`config.mk`:
```
export PLATFORM = sky130hd
export DESIGN_NAME = spi_pwm_ctrl
export DESIGN_NICKNAME = d
export VERILOG_FILES = /design/src/rtl/spi_pwm_ctrl.sv
export SDC_FILE = /design/constraint.sdc
export NUM_CORES = 1
export LEC_CHECK = 0
export CORE_MARGIN = 4
export CORE_UTILIZATION = 60
export DETAILED_ROUTE_END_ITERATION = 16
export PLACE_DENSITY = 0.89
export SYNTH_ARGS = -nofsm -noshare
export SYNTH_HDL_FRONTEND = slang
export SYNTH_SLANG_ARGS = --single-unit
```
`constraint.sdc`:
```
create_clock -name clk -period 5.8 [get_ports clk]
set_input_delay 0.58 -clock clk [delete_from_list [all_inputs] [get_ports clk]]
set_output_delay 0.58 -clock clk [all_outputs]
set_load 0.1 [all_outputs]
```
`src/rtl/spi_pwm_ctrl.sv`:
```
// spi_pwm_ctrl: register bank and PWM sequencer between the SPI slave and the
// PWM outputs. SPI write strobes are synchronized into the clk domain and
// committed to a 16-entry address map. A prescaled period counter drives NCH
// double-buffered PWM channels.
// Optional feature macro: SPI_PWM_POLARITY_EN (adds POL register at 0x3 and
// per-channel output inversion).
module spi_pwm_ctrl #(
    parameter int          NCH    = 4,
    parameter logic [7:0]  ID_VAL = 8'h5A
) (
    input  logic           clk,
    input  logic           rst,
    input  logic           spi_wr_en,
    input  logic [3:0]     spi_addr,
    input  logic [7:0]     spi_data,
    output logic [7:0]     rd_data,
    output logic [NCH-1:0] pwm_out,
    output logic           period_end
);

    // The CTRL.EN bit doubles as the sequencer state.
    typedef enum logic {
        IDLE = 1'b0,
        RUN  = 1'b1
    } state_t;

    state_t state_q, state_d;

    logic sync1_q, sync1_d;
    logic sync2_q, sync2_d;
    logic sync3_q, sync3_d;
    logic commit;

    logic [7:0] presc_q, presc_d;
    logic [7:0] period_q, period_d;
    logic [NCH-1:0][7:0] duty_q, duty_d;
`ifdef SPI_PWM_POLARITY_EN
    logic [NCH-1:0] pol_q, pol_d;
`endif

    logic [7:0] period_sh_q, period_sh_d;
    logic [NCH-1:0][7:0] duty_sh_q, duty_sh_d;
    logic [7:0] presc_cnt_q, presc_cnt_d;
    logic [7:0] cnt_q, cnt_d;
    logic [NCH-1:0] pwm_q, pwm_d;
    logic period_end_q, period_end_d;
    logic tick;

    // Combinational read decode of the architectural registers (not shadows).
    always_comb begin
        rd_data = 8'h00;
        case (spi_addr)
            4'h0: rd_data = {7'b0000000, (state_q == RUN)};
            4'h1: rd_data = presc_q;
            4'h2: rd_data = period_q;
`ifdef SPI_PWM_POLARITY_EN
            4'h3: rd_data = 8'(pol_q);
`endif
            4'hF: rd_data = ID_VAL;
            default: rd_data = 8'h00;
        endcase
        for (int n = 0; n < NCH; n++) begin
            if (spi_addr == 4'(4 + n)) begin
                rd_data = duty_q[n];
            end
        end
    end

    // Strobe synchronizer with rising-edge detect; one commit per strobe pulse.
    always_comb begin
        sync1_d  = spi_wr_en;
        sync2_d  = sync1_q;
        sync3_d  = sync2_q;
        commit   = sync2_q & ~sync3_q;
        state_d  = state_q;
        presc_d  = presc_q;
        period_d = period_q;
        duty_d   = duty_q;
`ifdef SPI_PWM_POLARITY_EN
        pol_d    = pol_q;
`endif
        if (commit) begin
            case (spi_addr)
                4'h0: state_d  = spi_data[0] ? RUN : IDLE;
                4'h1: presc_d  = spi_data;
                4'h2: period_d = spi_data;
`ifdef SPI_PWM_POLARITY_EN
                4'h3: pol_d    = spi_data[NCH-1:0];
`endif
                default: ;
            endcase
            for (int n = 0; n < NCH; n++) begin
                if (spi_addr == 4'(4 + n)) begin
                    duty_d[n] = spi_data;
                end
            end
        end
    end

    // Prescaler, period counter, shadow loading and PWM compare.
    always_comb begin
        tick         = (presc_cnt_q == presc_q);
        presc_cnt_d  = presc_cnt_q;
        cnt_d        = cnt_q;
        period_sh_d  = period_sh_q;
        duty_sh_d    = duty_sh_q;
        period_end_d = 1'b0;
        for (int n = 0; n < NCH; n++) begin
            pwm_d[n] = (state_q == RUN) && (cnt_q < duty_sh_q[n]);
        end
`ifdef SPI_PWM_POLARITY_EN
        pwm_d = pwm_d ^ pol_q;
`endif
        if (state_q == IDLE) begin
            presc_cnt_d = 8'h00;
            cnt_d       = 8'h00;
            period_sh_d = period_q;
            duty_sh_d   = duty_q;
        end else if (tick) begin
            presc_cnt_d = 8'h00;
            if (cnt_q == period_sh_q) begin
                cnt_d        = 8'h00;
                period_end_d = 1'b1;
                period_sh_d  = period_q;
                duty_sh_d    = duty_q;
            end else begin
                cnt_d = cnt_q + 8'd1;
            end
        end else begin
            presc_cnt_d = presc_cnt_q + 8'd1;
        end
    end

    // All state flops, cleared asynchronously.
    always_ff @(posedge clk or posedge rst) begin
        if (rst) begin
            state_q      <= IDLE;
            sync1_q      <= 1'b0;
            sync2_q      <= 1'b0;
            sync3_q      <= 1'b0;
            presc_q      <= 8'h00;
            period_q     <= 8'h00;
            duty_q       <= '0;
`ifdef SPI_PWM_POLARITY_EN
            pol_q        <= '0;
`endif
            period_sh_q  <= 8'h00;
            duty_sh_q    <= '0;
            presc_cnt_q  <= 8'h00;
            cnt_q        <= 8'h00;
            pwm_q        <= '0;
            period_end_q <= 1'b0;
        end else begin
            state_q      <= state_d;
            sync1_q      <= sync1_d;
            sync2_q      <= sync2_d;
            sync3_q      <= sync3_d;
            presc_q      <= presc_d;
            period_q     <= period_d;
            duty_q       <= duty_d;
`ifdef SPI_PWM_POLARITY_EN
            pol_q        <= pol_d;
`endif
            period_sh_q  <= period_sh_d;
            duty_sh_q    <= duty_sh_d;
            presc_cnt_q  <= presc_cnt_d;
            cnt_q        <= cnt_d;
            pwm_q        <= pwm_d;
            period_end_q <= period_end_d;
        end
    end

    assign pwm_out    = pwm_q;
    assign period_end = period_end_q;

endmodule
```
Yosys cells after proc, flatten, opt, wreduce, memory -nomap -nowiden. Index checks and enable logic that the tools add are counted.

Input bits: 15. Word-level logic and storage cells: 71. Output and inout port bits: 13. Register bits: 113.

Bitwise gates (word level): 2. Equal/unequal tests: 11. Mux-type cells: 20. Add/sub/neg operators: 2. $lt $le $gt $ge: 4. Reductions and logical operators: 13.

Operator list (count): 32-bit 2-to-1 mux (3); 8-bit 2-to-1 mux (12); 8-bit less-than comparator (4); 8-bit case mux with 4 select lines (1); 8-bit by 1-bit adder with 8-bit output, second input constant (2); 4-bit by 3-bit == test with 1-bit output, second input constant (4); 8-bit == test (2); 2-bit AND reduction (8); 4-bit by 1-bit == test with 1-bit output, second input constant (1); 4-bit by 2-bit == test with 1-bit output, second input constant (1); 4-bit == test, second input constant (1); 1-bit logical AND (4); 4-bit zero test (1); 1-bit 2-to-1 mux (4); 2-bit by 1-bit != test with 1-bit output, second input constant (2); 1-bit AND (1); 1-bit inverter (1).

Longest topological paths before layout. Gate-level depths: netlist of run 1.

Word-level depth: 6. Mapped depth: 7. Gate-level depth less buffers: 7.

Least setup slack after synthesis of run 1. OpenSTA, ideal clock, no wires.

Path type: input port to output port. Start: input spi_addr[0]. End: output rd_data[0]. Data arrival time: 3477 ps. Data required time: 5220 ps. Stages: 4. Path slack: 1743 ps. Cell sequence: buf_2 > mux2_2 > nand2_1 > a311oi_1.

Word-level cells in the longest chain between the ends: 6. Elaborated cells between the ends (all ways): 13. Those cells by class: eq/ne: 7; mux: 5; reduce/logical: 1.

RTL lines: start, declared (RTL line 14) `input logic [3:0] spi_addr,`; 4-bit == test (tied with other cells) (RTL line 52) `case (spi_addr)`; 8-bit case mux with 4 select lines (RTL line 52); 8-bit 2-to-1 mux (3 in series) (RTL line 63) `if (spi_addr == 4'(4 + n)) begin`; 8-bit 2-to-1 mux (*) (RTL line 63); end, declared (RTL line 16) `output logic [7:0] rd_data,`.

Mark *: on every way between the ends. The rest lies on a longest branch, timed or not.

Worst setup path after layout of run 1.
Start: input spi_addr[0]. End: output rd_data[2].

The elaborated chain is that of the path after synthesis.

==> metrics.md, run 1 <==
| Metric | Value |
|---|---|
| CP startpoint kind | input port |
| Max incr delay on CP | 1.15 ns |
| DRT antenna net count | 0 |
| Status | complete, no violations |
| Setup Crit Path Kind | input port to output port |
| Slew HR | 0.345 |
| # clock sinks | 113 |
| Multi-input logic area | 2790 µm² |
| Area grow syn2layout | 17.4% |
| Synth Cell Area | 5860 µm² |
| RSZ-0062 raised after global routing | no |
| GPL Wtd Cong | 0.905 |
| Worst-Skew Late Latency | 0.51 ns |
| Setup violations, final | 0 |
| Max-cap violations | 0 |
| GRT Total Usage | 0.274 |
| Pwr/cell area | 482 nW/µm² |
| Hold Path Class | flop to flop |
| Routed vias | 4059 |
| FF+latch count, synth | 113 |
| Met2 GRT Util | 0.442 |
| Final Hold Viols | 0 |
| Hold depth | 0 |
| Most frequent cells in the layout | 113 x dfrtp_1, 50 x mux2_2, 40 x mux2_4, 37 x inv_1 |
| WL/cell | 21.9 µm |
| Die footprint | 11400 µm² |
| Buf+Inv Stages, Crit Path | 2 |
| Num rows | 35 |
| Drt pass-1 iters | 5 |
| Final Critical Period | 4.26 ns |
| Vias in the first global route | 4213 |
| Top post-synthesis cells by area | dfrtp_1 48%, mux2_4 10%, mux2_2 9.6% |
| H-tree depth | 4 |
| Final WS setup | 1.54 ns |
| Sink of the worst hold path | sync2_q |
| Worst-path maximum fanout | 18 |
| Actual slew at the worst max-slew pin | 0.979 ns |
| Place WS | 1.62 ns |
| CTS tree | yes |
| Post-Syn Instances | 491 |
| R2R setup slack | 2.62 ns |
| Core region area | 9370 µm² |
| Startpoint of the worst hold path | sync1_q |
| Gr ovfl total | 0 |
| Busiest metal layer after global routing | met2 |
| Register area share after synthesis | 0.483 |
| Drt via density | 6.09 |
| Commonest non-fill, non-tap cell in the layout | dfrtp_1 |
| Critical path's top delay family | buffers and inverters |
| Top cell type by total area after synthesis | dfrtp_1 |
| Detailed Place HPWL | 9740 µm |
| Inserted Clock Buffers | 17 |
| Met3 usage in global routing | 0.0650 |
| Initial Utilization | 0.625 |
| Die width | 107 µm |
| Crit. path cell count | 7 |
| Setup TNS | 0 ns |
| First-pass GRT wire length | 23500 µm |
| Syn. warnings | 0 |
| Syn Nets | 536 |
| Clock root buffer | clkbuf_8 |
| IO Pins | 28 |
| Netlist cell types | 45 |
| Share of layout cells above drive strength 1 | 0.242 |
| Final net count | 570 |
| Fin crit share | 0.735 |
| Iter 0 DRT Violations | 336 |
| Deepest clock path buffer count | 2 |
| Static leakage | 3.11 nW |
| # fillers | 608 |
| Data arrival, critical path | 3.68 ns |
| Antenna violations before repair | 0 |
| Worst-path clk slew | 0.06 ns |
| CTS Hold Bufs | 0 |
| Setup Buffers After CTS | 0 |
| Met1 Usage GRT | 0.356 |
| IO Port Bufs | 27 |
| Reg-to-Reg End | period_sh_q[1] |
| # DRC | 0 |
| Critical path's most frequent cell | clkdlybuf4s50_1 |
| Worst Setup End Kind | output port |
| Post-synth top area share | 0.483 |
| Worst-path cell chain | clkdlybuf4s50_1 > nand2b_1 > nor2_1 > a22oi_1 > or2_2 > a21oi_1 > clkdlybuf4s50_1 |
| Cts repair resizes | 0 |
| Register area | 2830 µm² |
| Clk_skew | 0.0113 ns |
| Largest net degree at the start of global routing | 59 |
| Die Ht | 107 µm |
| WP data required | 5.22 ns |
| R2R cell count | 6 |
| Drt total wl | 14600 µm |
| Slew Limit Fails | 0 |
| Mapped Avg Cell Area | 11.9 µm² |
| FMAX | 235 MHz |
| Reg-to-Reg Start | presc_cnt_q[2] |
| Power Total | 3.31 mW |
| VDD IR max | 0.282 mV |
| CP max-delay cell | clkdlybuf4s50_1 |
| Antenna Diode Count | 0 |
==> worst max-delay path by stage <==
stage	end	slack, ns	startpoint
after floorplan	rd_data[0]	1.74	spi_addr[0]
after global placement	rd_data[2]	1.57	spi_addr[0]
after detailed placement	rd_data[2]	1.62	spi_addr[0]
after CTS	rd_data[2]	1.59	spi_addr[0]
after global routing	rd_data[2]	1.30	spi_addr[0]
final	rd_data[2]	1.54	spi_addr[0]
==> metrics by stage <==
step	std cells	utilization	hold WS (ns)	cell area, µm²
6_report	667	0.734	0.353	6880
5_1_grt	667	0.734	0.366	6880
4_1_cts	667	0.734	0.356	6880
3_5_place_dp	635	0.664	0.339	6220
3_3_place_gp	635	0.664	0.344	6220
2_1_floorplan	491	-	0.331	5860
==> power by group <==
part	internal [mW]	leakage, nW	switching [mW]	total, mW
clock network	0.806	0.315	0.358	1.16
logic	0.449	1.34	0.484	0.933
registers	1.01	1.45	0.206	1.22
==> cell families (layout without fill, tap and decap cells) <==
group | Yosys count | after routing | share of synthesized area
adder cells (fa/ha/maj) | 30 | 30 | 0.0641
buffers and inverters | 53 | 100 | 0.0406
flip-flops | 113 | 113 | 0.483
AND/OR/NAND/NOR | 102 | 102 | 0.0840
AO/OA/AOI/OAI | 78 | 78 | 0.0897
multiplexers | 93 | 93 | 0.206
XOR/XNOR | 22 | 22 | 0.0329
==> final cells by class <==
cell class	instances	share of cell area
flip-flops and latches	113	0.411
multi-input cells	325	0.406
clock buffers	22	0.0659
repair buffers	30	0.0426
clock inverters	10	0.0298
well taps	129	0.0235
inverters	38	0.0211
==> registers in the layout (all words and copies together), names as in the netlist <==
signal	count
duty_q	32
duty_sh_q	32
cnt_q	8
period_q	8
period_sh_q	8
presc_cnt_q	8
presc_q	8
pwm_out	4
period_end	1
state_q	1
sync1_q	1
sync2_q	1
sync3_q	1
==> worst reg2reg max path, stage by stage, from the launching register on <==
cell,delay (ns)
dfrtp_1,0.44
xnor2_1,0.19
nand4_1,0.18
o21ai_0,0.78
nand2_2,0.64
buf_4,0.47
mux2_4,0.35
==> cell usage after synthesis, drive strengths merged <==
cell     instances
o22ai            2
and3             4
o211ai           1
clkbuf           6
nand2b           6
nor2            22
o221ai           3
nor3             6
o22a             4
o2bb2a           2
buf              9
or3              3
mux2            90
inv             38
mux4             1
xnor2           19
a21o             2
a21boi           8
o2bb2ai          1
o21ai           25
or2              2
o21a             2
nand2           31
o311ai           2
a21oi            9
a31oi            2
mux2i            2
o31ai            5
a22oi            7
dfrtp          113
nand4            4
ha              30
a311oi           1
xor2             3
nor2b            8
a211oi           2
and2             3
nand3           13
==> per-layer routing <==
metal  vias to the layer above  wire (µm)
li1                       1803          -
met1                      2018       6190
met2                       196       6990
met3                        42        983
met4                         0        462
met5                         -          0
(Power assumes the default switching activity.)
==> run 2, diff against run 1 <==
--- a/config.mk
+++ b/config.mk
@@ -6,9 +6,9 @@
 export NUM_CORES = 1
 export LEC_CHECK = 0
 export CORE_MARGIN = 4
-export CORE_UTILIZATION = 60
+export CORE_UTILIZATION = 55
 export DETAILED_ROUTE_END_ITERATION = 16
-export PLACE_DENSITY = 0.89
+export PLACE_DENSITY = 0.87
 export SYNTH_ARGS = -nofsm -noshare
 export SYNTH_HDL_FRONTEND = slang
 export SYNTH_SLANG_ARGS = --single-unit
==> constraint.sdc (replaced) <==
create_clock -name clk -period 3.7 [get_ports clk]
set_input_delay 0.37 -clock clk [delete_from_list [all_inputs] [get_ports clk]]
set_output_delay 0.37 -clock clk [all_outputs]
set_load 0.1 [all_outputs]
==> metrics.md, run 2 (synthesized netlist as in run 1, its figures left out) <==
| Metric | Value |
|---|---|
| Crit. Startpoint | spi_addr[0] |
| Inserted Clock Buffers | 17 (unchanged) |
| Fin crit share | 0.815 |
| H-tree depth | 4 (unchanged) |
| Area grow syn2layout | 18.7% |
| Power Total | 5.11 mW (+54%) |
| WL/cell | 20.3 µm (-7.5%) |
| FMAX | 332 MHz |
| Die footprint | 12400 µm² (+8.4%) |
| Setup TNS | 0 ns (unchanged) |
| RSZ-0062 raised after global routing | no |
| Final net count | 575 (+0.88%) |
| Pwr/cell area | 735 nW/µm² (+53%) |
| Worst-path clk slew | 0.05 ns (about the same) |
| Iter 0 DRT Violations | 324 (-3.6%) |
| Startpoint of the worst hold path | spi_wr_en |
| Die Ht | 111 µm (+4.1%) |
| GPL Wtd Cong | 0.951 (+5.0%) |
| Drt pass-1 iters | 5 (unchanged) |
| Final Hold Viols | 0 (unchanged) |
| Drt via density | 6.01 (-1.3%) |
| CP startpoint kind | input port |
| Most frequent cells in the layout | 113 x dfrtp_1, 50 x mux2_2, 40 x mux2_4, 37 x inv_1 |
| IO Port Bufs | 27 (unchanged) |
| Worst-path cell chain | clkdlybuf4s50_1 > nand2b_1 > nor2_1 > a22oi_1 > or2_2 > a21oi_1 > buf_12 |
| Slew HR | 0.354 (+0.00881) |
| Setup violations, final | 0 (unchanged) |
| Num rows | 37 (+5.7%) |
| Hold Path Class | input port to flop |
| Reg-to-Reg Start | cnt_q[4] |
| Clk_skew | 0.00925 ns (-0.00200 ns) |
| Biggest regs | duty_q: 32 flops, duty_sh_q: 32 flops |
| Setup Buffers After CTS | 0 (unchanged) |
| GRT Total Usage | 0.235 (-0.0395) |
| Clock root buffer | clkbuf_8 |
| Core region area | 10400 µm² (+11%) |
| DRT antenna net count | 0 (unchanged) |
| Share of layout cells above drive strength 1 | 0.265 (+0.0236) |
| Commonest non-fill, non-tap cell in the layout | dfrtp_1 |
| Deepest clock path buffer count | 2 (unchanged) |
| Status | complete, no violations |
| Actual slew at the worst max-slew pin | 0.966 ns (-0.0132 ns) |
| Max incr delay on CP | 0.82 ns (-0.33 ns) |
| Antenna Diode Count | 0 (unchanged) |
| Cts repair resizes | 0 (unchanged) |
| Vias in the first global route | 4142 (-1.7%) |
| Max-cap violations | 0 (unchanged) |
| Antenna violations before repair | 0 (unchanged) |
| Routed vias | 4078 (+0.47%) |
| Dpl cell area | 6310 µm² (+1.4%) |
| Worst-Skew Late Latency | 0.51 ns (about the same) |
| Worst-path maximum fanout | 14 (-4) |
| Largest net degree at the start of global routing | 68 (+15%) |
| WP data required | 3.33 ns (-1.89 ns) |
| Drt total wl | 13800 µm (-5.9%) |
| Detailed Place HPWL | 9890 µm (+1.5%) |
| Setup Crit Path Kind | input port to output port |
| # clock sinks | 113 (unchanged) |
| Gr ovfl total | 0 (unchanged) |
| Data arrival, critical path | 2.65 ns (-1.03 ns) |
| IO Pins | 28 (unchanged) |
| CTS Hold Bufs | 0 (unchanged) |
| Initial Utilization | 0.565 (-0.0602) |
| Post-route cell area | 6950 µm² (+1.1%) |
| Slew Limit Fails | 0 (unchanged) |
| First-pass GRT wire length | 22800 µm (-3.1%) |
| # DRC | 0 (unchanged) |
| Die width | 111 µm (+4.1%) |
| Final Critical Period | 3.02 ns |
| VDD IR max | 0.456 mV (+62%) |
| Worst Setup End Kind | output port |
| CTS tree | yes |
| Static leakage | 3.16 nW (+1.6%) |
| CP max-delay cell | clkdlybuf4s50_1 |
-- run 2: cell count changes in the layout (fill, tap and decap cells not counted) --
cell	change
clkbuf_1	-1
bufinv_16	-1
clkdlybuf4s50_1	-8
clkbuf_8	+1
buf_12	+5
clkinv_2	+1
buf_4	+8
-- run 2: path summary, 6_finish.rpt --
| path | slack, ns | endpoint | cells past startpoint |
|---|---|---|---|
| worst min-delay path | 0.30 | sync1_q | 1 |
| worst max register to register | 1.00 | duty_sh_q[1] | 6 |
| max in group asynchronous | 2.49 | duty_sh_q[31] | 3 |
| worst max-delay path | 0.68 | rd_data[2] | 7 |
| min in group asynchronous | 0.37 | duty_q[16] | 2 |
| worst min register to register | 0.35 | sync2_q | 0 |
-- run 2: per-stage QoR --
step	util	setup slack, ns	instances	hold WS (ns)
2_1_floorplan	-	0.0570	491	0.331
3_3_place_gp	0.608	0.815	647	0.337
3_5_place_dp	0.608	0.793	647	0.339
4_1_cts	0.670	0.755	679	0.287
5_1_grt	0.670	0.572	679	0.297
6_report	0.670	0.684	679	0.300
-- run 2: layout make-up --
| type | instances | area [µm²] |
|---|---|---|
| clock buffers | 22 | 463 |
| clock inverters | 10 | 180 |
| fillers | 742 | 3420 |
| inverters | 38 | 145 |
| multi-input cells | 325 | 2790 |
| flip-flops and latches | 113 | 2830 |
| well taps | 136 | 170 |
| repair buffers | 35 | 373 |
-- run 2: per-layer routing --
| layer | GRT usage | part of all wire | routed length, µm |
|---|---|---|---|
| met5 | 0 | 0 | 0 |
| met1 | 0.318 | 0.44 | 6030 |
| met4 | 0.0933 | 0.031 | 427 |
| met2 | 0.370 | 0.48 | 6610 |
| met3 | 0.0513 | 0.052 | 710 |
-- run 2: worst max-delay path: cells and delay by family --
kind,cells,cell delay (ns)
AND/OR/NAND/NOR,3,0.87
buffers and inverters,2,1.04
AO/OA/AOI/OAI,2,0.37
-- run 2: power by group --
group	switching (mW)	leakage (nW)	internal, mW
logic	0.751	1.40	0.712
registers	0.303	1.45	1.59
clock network	0.547	0.311	1.21
==> run 3, diff against run 2 <==
--- a/config.mk
+++ b/config.mk
@@ -6,9 +6,9 @@
 export NUM_CORES = 1
 export LEC_CHECK = 0
 export CORE_MARGIN = 4
-export CORE_UTILIZATION = 55
+export CORE_UTILIZATION = 60
 export DETAILED_ROUTE_END_ITERATION = 16
-export PLACE_DENSITY = 0.87
+export PLACE_DENSITY = 0.89
 export SYNTH_ARGS = -nofsm -noshare
 export SYNTH_HDL_FRONTEND = slang
 export SYNTH_SLANG_ARGS = --single-unit
==> constraint.sdc (replaced) <==
create_clock -name clk -period 2.89 [get_ports clk]
set_input_delay 0.289 -clock clk [delete_from_list [all_inputs] [get_ports clk]]
set_output_delay 0.289 -clock clk [all_outputs]
set_load 0.1 [all_outputs]
==> metrics.md, run 3 (synthesized netlist as in run 1, its figures left out) <==
| Metric | Value |
|---|---|
| First-pass GRT wire length | 24000 µm (+5.0%) |
| Antenna Diode Count | 0 (unchanged) |
| Setup Crit Path Kind | input port to output port |
| Status | complete, no violations |
| Fin crit share | 0.932 |
| Worst-path cell chain | clkdlybuf4s50_1 > nand2b_1 > nor2_1 > a22oi_1 > or2_2 > a21oi_2 > buf_12 |
| Max-cap violations | 0 (unchanged) |
| Clk_skew | 0.00995 ns (+0.000701 ns) |
| Non-Filler Instances | 674 (-0.74%) |
| Drt via density | 6.31 (+5.1%) |
| Cts repair resizes | 0 (unchanged) |
| Actual slew at the worst max-slew pin | 0.750 ns (-0.216 ns) |
| Core region area | 9370 µm² (-9.6%) |
| GPL Wtd Cong | 0.926 (-2.6%) |
| Die Ht | 107 µm (-4.0%) |
| Largest net degree at the start of global routing | 114 (+68%) |
| Setup TNS | 0 ns (unchanged) |
| Deepest clock path buffer count | 2 (unchanged) |
| Die width | 107 µm (-4.0%) |
| Most frequent cells in the layout | 113 x dfrtp_1, 50 x mux2_2, 40 x mux2_4, 37 x inv_1 |
| Num rows | 35 (-5.4%) |
| DP Cell Count | 642 (-0.77%) |
| Hold Path Class | input port to flop |
| Setup violations, final | 0 (unchanged) |
| Final net count | 577 (+0.35%) |
| Hold Slack | 0.201 ns (-0.0988 ns) |
| Worst-path clk slew | 0.06 ns (about the same) |
| CP max-delay cell | clkdlybuf4s50_1 |
| Clock root buffer | clkbuf_8 |
| WP data required | 2.60 ns (-0.73 ns) |
| H-tree depth | 4 (unchanged) |
| Pwr/cell area | 901 nW/µm² (+23%) |
| Drt total wl | 14800 µm (+7.4%) |
| Antenna violations before repair | 0 (unchanged) |
| Worst-path maximum fanout | 10 (-4) |
| Share of layout cells above drive strength 1 | 0.286 (+0.0210) |
| Setup Buffers After CTS | 0 (unchanged) |
| DRT antenna net count | 0 (unchanged) |
| Dpl cell area | 6370 µm² (+1.0%) |
| CTS tree | yes |
| Final Critical Period | 2.69 ns |
| RSZ-0062 raised after global routing | no |
| Static leakage | 3.13 nW (-1.1%) |
| Critical path's top delay family | simple AND/OR/NAND/NOR gates |
| VDD IR max | 0.517 mV (+13%) |
| Slew HR | 0.500 (+0.146) |
| Iter 0 DRT Violations | 507 (+56%) |
| # clock sinks | 113 (unchanged) |
| Worst-Skew Late Latency | 0.53 ns (+0.02 ns) |
| Max incr delay on CP | 0.63 ns (-0.19 ns) |
| Slew Limit Fails | 0 (unchanged) |
| Post-route cell area | 6920 µm² (-0.50%) |
| Inserted Clock Buffers | 17 (unchanged) |
| Drt pass-1 iters | 5 (unchanged) |
| Initial Utilization | 0.625 (+0.0602) |
| CTS Hold Bufs | 0 (unchanged) |
| Buf+Inv Stages, Crit Path | 2 (unchanged) |
| Commonest non-fill, non-tap cell in the layout | dfrtp_1 |
| Final Hold Viols | 0 (unchanged) |
| Final Util | 0.738 (+0.0677) |
| Area grow syn2layout | 18.1% |
| R2R setup slack | 0.64 ns (-0.36 ns) |
| Vias in the first global route | 4377 (+5.7%) |
| Gr ovfl total | 0 (unchanged) |
| FMAX | 371 MHz |
| WL/cell | 21.9 µm (+8.2%) |
| Data arrival, critical path | 2.41 ns (-0.24 ns) |
| Biggest regs | duty_q: 32 flops, duty_sh_q: 32 flops |
| Detailed Place HPWL | 9890 µm (about the same) |
| # DRC | 0 (unchanged) |
| Routed vias | 4256 (+4.4%) |
| IO Port Bufs | 27 (unchanged) |
| Worst Setup End Kind | output port |
| CP startpoint kind | input port |
| IO Pins | 28 (unchanged) |
| GRT Total Usage | 0.277 (+0.0425) |
| Die footprint | 11400 µm² (-7.7%) |
==> run 3: area by class of cell <==
class                           count  area [µm²]
Sequential cell                   113        2830
Multi-Input combinational cell    325        2810
Fill cell                         572        2460
Clock buffer                       21         459
Timing Repair Buffer               37         425
Tap cell                          129         161
Inverter                           38         146
Clock inverter                     11        83.8
==> run 3: report_power, final <==
group / internal (mW) / total, mW / switching [mW]
registers: 2.03 / 2.44 / 0.414
clock network: 1.12 / 1.90 / 0.775
logic: 0.915 / 1.89 / 0.978
==> run 3: final timing paths <==
check / startpoint / end / cells past startpoint
setup / recovery: spi_addr[1] / rd_data[2] / 7
hold / removal: spi_wr_en / sync1_q / 1
setup reg to reg: cnt_q[1] / duty_sh_q[19] / 6
max in group asynchronous: rst / cnt_q[2] / 3
min in group asynchronous: rst / duty_sh_q[3] / 3
hold reg to reg: sync1_q / sync2_q / 0
==> run 3: stage by stage <==
stage / power, mW / setup slack [ns]
final: 6.23 / 0.196
after floorplan: 3.80 / 0.287
after detailed placement: 4.29 / 0.357
after global routing: 6.49 / 0.127
after CTS: 6.21 / 0.257
after global placement: 4.17 / 0.398
==> run 3: layer usage <==
metal	GRT usage	wire length [µm]	vias to the layer above
met5	0	0	-
met4	0.120	563	0
met3	0.0674	1050	70
met2	0.449	7210	243
met1	0.357	5960	2129
li1	-	-	1814
